--- config.mk ---
export PLATFORM = sky130hd
export DESIGN_NAME = random_delay_gen
export DESIGN_NICKNAME = d
export VERILOG_FILES = /design/src/rtl/reaction_pkg.sv /design/src/rtl/random_delay_gen_lfsr16.sv /design/src/rtl/random_delay_gen.sv
export SDC_FILE = /design/constraint.sdc
export NUM_CORES = 1
export LEC_CHECK = 0
export CORE_MARGIN = 10
export CORE_UTILIZATION = 29
export DETAILED_ROUTE_END_ITERATION = 16
export HOLD_SLACK_MARGIN = 0.06
export SYNTH_ARGS = -nofsm -noshare
export SYNTH_HDL_FRONTEND = slang
export SYNTH_HIERARCHICAL = 1
export SYNTH_SLANG_ARGS = --single-unit
--- constraint.sdc ---
create_clock -name clock -period 4.8 [get_ports clock]
set_input_delay 1.2 -clock clock [delete_from_list [all_inputs] [get_ports clock]]
set_output_delay 1.2 -clock clock [all_outputs]
set_load 0.1 [all_outputs]
--- src/rtl/reaction_pkg.sv ---
// ============================================================================
// reaction_pkg : shared types and constants for the reaction-time detector.
// Rev 1.0
// ============================================================================
`default_nettype none

package reaction_pkg;

  typedef enum logic [1:0] {
    S_IDLE  = 2'd0,
    S_WAIT  = 2'd1,
    S_FIRE  = 2'd2,
    S_FALSE = 2'd3
  } state_t;

  // Galois taps for x^16 + x^14 + x^13 + x^11 + 1 (right-shifting form).
  localparam logic [15:0] LFSR_MASK    = 16'hB400;
  localparam logic [15:0] DEFAULT_SEED = 16'hACE1;

  function automatic logic [15:0] lfsr_step(input logic [15:0] s);
    return s[0] ? ((s >> 1) ^ LFSR_MASK) : (s >> 1);
  endfunction

endpackage

`default_nettype wire

--- src/rtl/random_delay_gen_lfsr16.sv ---
// ============================================================================
// lfsr16 : free-running 16-bit Galois LFSR, reloads SEED on reset.
// Rev 1.0
// ============================================================================
`default_nettype none

module lfsr16
  import reaction_pkg::*;
#(
  parameter logic [15:0] SEED = DEFAULT_SEED
) (
  input  logic        clock,
  input  logic        reset,
  output logic [15:0] state
);

  logic [15:0] state_q;
  logic [15:0] state_d;

  // A nonzero seed keeps the sequence off the all-zero lockup state.
  always_comb begin
    state_d = lfsr_step(state_q);
  end

  always_ff @(posedge clock) begin
    if (reset) begin
      state_q <= SEED;
    end else begin
      state_q <= state_d;
    end
  end

  assign state = state_q;

endmodule

`default_nettype wire

--- src/rtl/random_delay_gen.sv ---
// ============================================================================
// random_delay_gen : waits a pseudo-random number of ticks after a start edge,
// then raises random_finish; flags react seen during the wait. Rev 1.0
// ============================================================================
`default_nettype none

module random_delay_gen
  import reaction_pkg::*;
#(
  parameter int          MIN_DELAY        = 1000,
  parameter int          DELAY_RANGE_BITS = 12,
  parameter int          TICK_DIV         = 1,
  parameter logic [15:0] SEED             = DEFAULT_SEED
) (
  input  logic        clock,
  input  logic        reset,
  input  logic        start,
  input  logic        react,
  output logic        random_finish,
  output logic        false_start,
  output logic        busy,
  output logic [15:0] delay_ms
);

  localparam int          PW         = (TICK_DIV > 1) ? $clog2(TICK_DIV) : 1;
  localparam logic [PW-1:0] PRESC_LAST = PW'(TICK_DIV - 1);
  localparam logic [15:0] RANGE_MASK = 16'((32'd1 << DELAY_RANGE_BITS) - 32'd1);

  logic [15:0]   lfsr;
  state_t        state_q,  state_d;
  logic          start_q,  start_d;
  logic [PW-1:0] presc_q,  presc_d;
  logic [15:0]   cnt_q,    cnt_d;
  logic [15:0]   delay_q,  delay_d;
  logic          finish_q, finish_d;
  logic          fstart_q, fstart_d;
  logic          busy_q,   busy_d;

  logic          start_rise;
  logic          tick;
  logic [15:0]   new_delay;

  lfsr16 #(.SEED(SEED)) u_lfsr (
    .clock (clock),
    .reset (reset),
    .state (lfsr)
  );

  assign start_rise = start & ~start_q;
  assign tick       = (presc_q == PRESC_LAST);
  assign new_delay  = 16'(MIN_DELAY) + (lfsr & RANGE_MASK);

  always_comb begin
    state_d  = state_q;
    start_d  = start;
    presc_d  = presc_q;
    cnt_d    = cnt_q;
    delay_d  = delay_q;
    finish_d = finish_q;
    fstart_d = fstart_q;

    case (state_q)
      S_IDLE, S_FIRE, S_FALSE: begin
        // A new round clears both result flags on the same edge it starts.
        if (start_rise) begin
          state_d  = S_WAIT;
          cnt_d    = new_delay;
          delay_d  = new_delay;
          presc_d  = '0;
          finish_d = 1'b0;
          fstart_d = 1'b0;
        end
      end
      S_WAIT: begin
        // React outranks a final tick landing in the same cycle.
        if (react) begin
          state_d  = S_FALSE;
          fstart_d = 1'b1;
        end else if (tick) begin
          presc_d = '0;
          if (cnt_q == 16'd1) begin
            state_d  = S_FIRE;
            finish_d = 1'b1;
          end else begin
            cnt_d = cnt_q - 16'd1;
          end
        end else begin
          presc_d = presc_q + PW'(1);
        end
      end
      default: state_d = S_IDLE;
    endcase

    busy_d = (state_d == S_WAIT);
  end

  always_ff @(posedge clock) begin
    if (reset) begin
      state_q  <= S_IDLE;
      start_q  <= 1'b0;
      presc_q  <= '0;
      cnt_q    <= 16'd0;
      delay_q  <= 16'd0;
      finish_q <= 1'b0;
      fstart_q <= 1'b0;
      busy_q   <= 1'b0;
    end else begin
      state_q  <= state_d;
      start_q  <= start_d;
      presc_q  <= presc_d;
      cnt_q    <= cnt_d;
      delay_q  <= delay_d;
      finish_q <= finish_d;
      fstart_q <= fstart_d;
      busy_q   <= busy_d;
    end
  end

  assign random_finish = finish_q;
  assign false_start   = fstart_q;
  assign busy          = busy_q;
  assign delay_ms      = delay_q;

endmodule

`default_nettype wire

Yosys cells after proc, flatten, opt, wreduce, memory -nomap -nowiden
Index checks and enable logic that the tools add are counted.
{ "classes": {"add_sub_neg": 3, "eq_ne": 11, "n_mux": 21, "n_bitwise": 3, "reduce_logical": 7} }
{ "ops": {"columns": ["operator", "n"], "rows": [
  ["$mux W16", 5],
  ["$pmux W16 S2", 1],
  ["$eq A16 B1 Y1 const B", 1],
  ["$sub A16 B1 Y16 const B", 1],
  ["$add A10 B12 Y13 const A", 1],
  ["$ne A2 B2 Y1 const B", 6],
  ["$mux W2", 4],
  ["$reduce_and A4 Y1", 2],
  ["$mux W1", 7],
  ["$pmux W1 S2", 3],
  ["$reduce_and A2 Y1", 3],
  ["$eq A2 B1 Y1 const B", 2],
  ["$eq A2 B2 Y1 const B", 2],
  ["$not A3 Y4", 1],
  ["$pmux W2 S2", 1],
  ["$reduce_or A3 Y1", 1],
  ["$logic_not A2 Y1", 1],
  ["$add A1 B1 Y1 const B", 1],
  ["$and A1 B1 Y1", 1],
  ["$not A1 Y1", 1]
]} }
{ "word_totals": {"register_bits": 55, "in_bits": 4, "out_inout_bits": 19, "word_cells": 54} }

Depth between registers and ports, before layout
{ "logic_depth": {"ltp_word": 6, "mapped_depth": 8, "depth_no_buf": 7} }

By module
Netlist, hierarchy kept.
{ "by_module_without_submodules": {"columns": ["mod", "instances", "cells_each", "area_each_um2"], "rows": [
  ["random_delay_gen", 1, 226, 1785.5],
  ["lfsr16", 1, 49, 560.5]
]} }

Worst setup path before layout
OpenSTA, ideal clock, no wires.
{ "synth_path": {"kind": "in2reg", "start": "input port react", "end": "register cnt_q[4]", "setup_time_ns": 0.116, "t_arrival_ns": 2.139, "required_time_ns": 4.684, "slack_ns": 2.545, "path_stages": 5, "path_buffers": 1, "cell_sequence": "nor2_1 > a21o_1 > clkbuf_1 > nand2_1 > a31o_2"} }
{ "synth_via": {"elab_chain_cells": 2} }
{ "synth_lines": {"columns": ["item", "line_no", "source"], "rows": [
  ["start, declared", "random_delay_gen.sv:18", "input logic react,"],
  ["$ne A2 B2 Y1 (no source line)", null, null],
  ["$reduce_and A4 Y1 (no source line)", null, null],
  ["end signal, assigned", "random_delay_gen.sv:111", "cnt_q <= cnt_d;"],
  ["end, declared", "random_delay_gen.sv:33", "logic [15:0] cnt_q, cnt_d;"]
]} }
No other way between the ends.
A chain may end at the register's enable or synchronous reset.

Final worst setup path
{ "layout_path": {"start": "input port start", "end": "register cnt_q[15]"} }
{ "layout_via": {"elab_chain_cells": 3} }
{ "layout_lines": {"columns": ["item", "line_no", "source"], "rows": [
  ["start, declared", "random_delay_gen.sv:17", "input logic start,"],
  ["$and A1 B1 Y1", "random_delay_gen.sv:49", "assign start_rise = start & ~start_q;"],
  ["$ne A2 B2 Y1 (no source line)", null, null],
  ["$reduce_and A4 Y1 (no source line)", null, null]
]} }
No other way between the ends.

==> impl_metrics.tcl <==
set metrics [dict create \
    p_per_area_nw_per_um2 379.9 \
    rsz0062_at_grt "no" \
    synth.avg_cell_area_um2 8.538 \
    hold_class "reg -> reg" \
    nets 286 \
    multi_input_comb_area_um2 1149 \
    cts_setup_buffers 0 \
    num-fill-cells 846 \
    fin_ws_ns 1.632 \
    grt_max_degree 23 \
    die_w_um 109.7 \
    cts.sinks 51 \
    post_cts_resized 0 \
    htreeDepth 2 \
    period_minus_slack_ns 3.168 \
    antenna_found_initial 0 \
    root_buffer "clkbuf_8" \
    clkLatencyLatePin_ns 0.30 \
    overflow 0 \
    cts_tree "built" \
    finalWirelength_mm 5.455 \
    layout_worst_path_cycle_share_pct 65.99 \
    drt-initial-drc-count 148 \
    drive_gt1_share_pct 6.429 \
    vdd_drop_max_v 0.0001925 \
    hpwl_mm 3.890 \
    critPathArrivalTime_ns 3.40 \
    io_buffer_count 19 \
    grt_pass1_vias 1876 \
    maxSlewViolCount 0 \
    cts_buffer_depth 2 \
    drc 0 \
    final_cell_mix "dfxtp_1 (51), nand2_1 (31), a21oi_1 (23)" \
    pre_cts_slack_ns 1.343 \
    r2r_slack_ns 2.02 \
    start_util_pct 30.01 \
    status "completed" \
    area_growth_pct 11.81 \
    place_congestion 0.8375 \
    track_usage_pct 9.428 \
    start_kind "primary input" \
    hold_viol_final 0 \
    critPathMaxFanout 17 \
    final_common_cell "dfxtp_1" \
    die_area_um2 12020 \
    num_io_pins 23 \
    p_leak_nw 0.9419 \
    rows 32 \
    clock_skew_ns 0.002747 \
    cp.required_ns 5.03 \
    ant_nets 0 \
    yosys_warnings 6 \
    antenna_cells 0 \
    grt_pass1_wl_mm 9.239 \
    die_height_um 109.7 \
    setup_violations 0 \
    tightest_slew_ns 1.023 \
    max_freq_mhz 315.7 \
    vias 1889 \
    max_stage_delay_ns 0.63 \
    wl_per_cell_um 14.28 \
    end_kind "flip-flop" \
    first_pass_iters 4 \
    core_um2 7767 \
    crit_chain "clkdlybuf4s50_1 > nand2b_1 > nor2_1 > a21oi_2 > or4_1 > a21boi_1" \
    finalSetupTns_ns 0 \
    hold_buffers 0 \
    syn_area_um2 2331 \
    syn_inst 273 \
    slowest_stage "nor2_1" \
    cts_buffers 5 \
    viasPerCell 4.945 \
    regArea_um2 1021 \
    slew_headroom_pct 31.63 \
    drv_cap 0 \
    path_class "in -> reg" \
    clkTransAtPathRegs_ns 0.09 \
]
[metal layers]
| layer | GRT usage [%] | vias up | wire length [µm] |
|---|---|---|---|
| li1 | - | 953 | - |
| met1 | 12.68 | 873 | 2691 |
| met2 | 13.71 | 53 | 2316 |
| met3 | 2.867 | 10 | 363 |
| met4 | 3.810 | 0 | 85 |
| met5 | 0 | - | 0 |
[path summary, 6_finish.rpt]
kind / cells past startpoint / endpoint / startpoint
worst max-delay path: 6 / cnt_q[15]$_SDFFE_PP0P_ / start
worst min-delay path: 1 / u_lfsr/state[11]$_SDFF_PP1_ / u_lfsr/state[12]$_SDFF_PP0_
worst max register to register: 5 / cnt_q[9]$_SDFFE_PP0P_ / state_q[0]$_SDFF_PP0_
worst min register to register: 1 / u_lfsr/state[11]$_SDFF_PP1_ / u_lfsr/state[12]$_SDFF_PP0_
[stage by stage]
step,cell area [µm²],power [mW],std cells,util (%),hold WS (ns)
after floorplan,2338,0.7059,275,-,0.3832
after global placement,2521,0.7565,374,32.46,0.3870
after detailed placement,2521,0.7588,374,32.46,0.4024
after CTS,2606,0.9984,382,33.55,0.4252
after global routing,2606,1.045,382,33.55,0.4391
final,2606,0.9902,382,33.55,0.4153
[critical path: cells and delay by family]
kind / cells / cell delay (ns)
AND/OR/NAND/NOR: 3 / 1.26
buffers and inverters: 1 / 0.48
AO/OA/AOI/OAI: 2 / 0.45
[final cells by class]
class,instances,share of cell area [%]
timing repair buffer,22,8.161
clock buffer,6,2.784
multi-input combinational,196,44.07
tap,102,4.897
inverter,3,0.4321
sequential,51,39.17
clock inverter,2,0.4801
[power breakdown]
group	switching [mW]	internal (mW)
Clock	0.137	0.102
Combinational	0.179	0.0857
Sequential	0.0308	0.455
Total	0.347	0.643
[sequential cells by signal, summed over array words and instances (netlist names)]
register	flops
busy	1
false_start	1
delay_ms	13
state_q	2
random_finish	1
u_lfsr/state	16
start_q	1
cnt_q	16
Power figures use the tool's default switching activity.
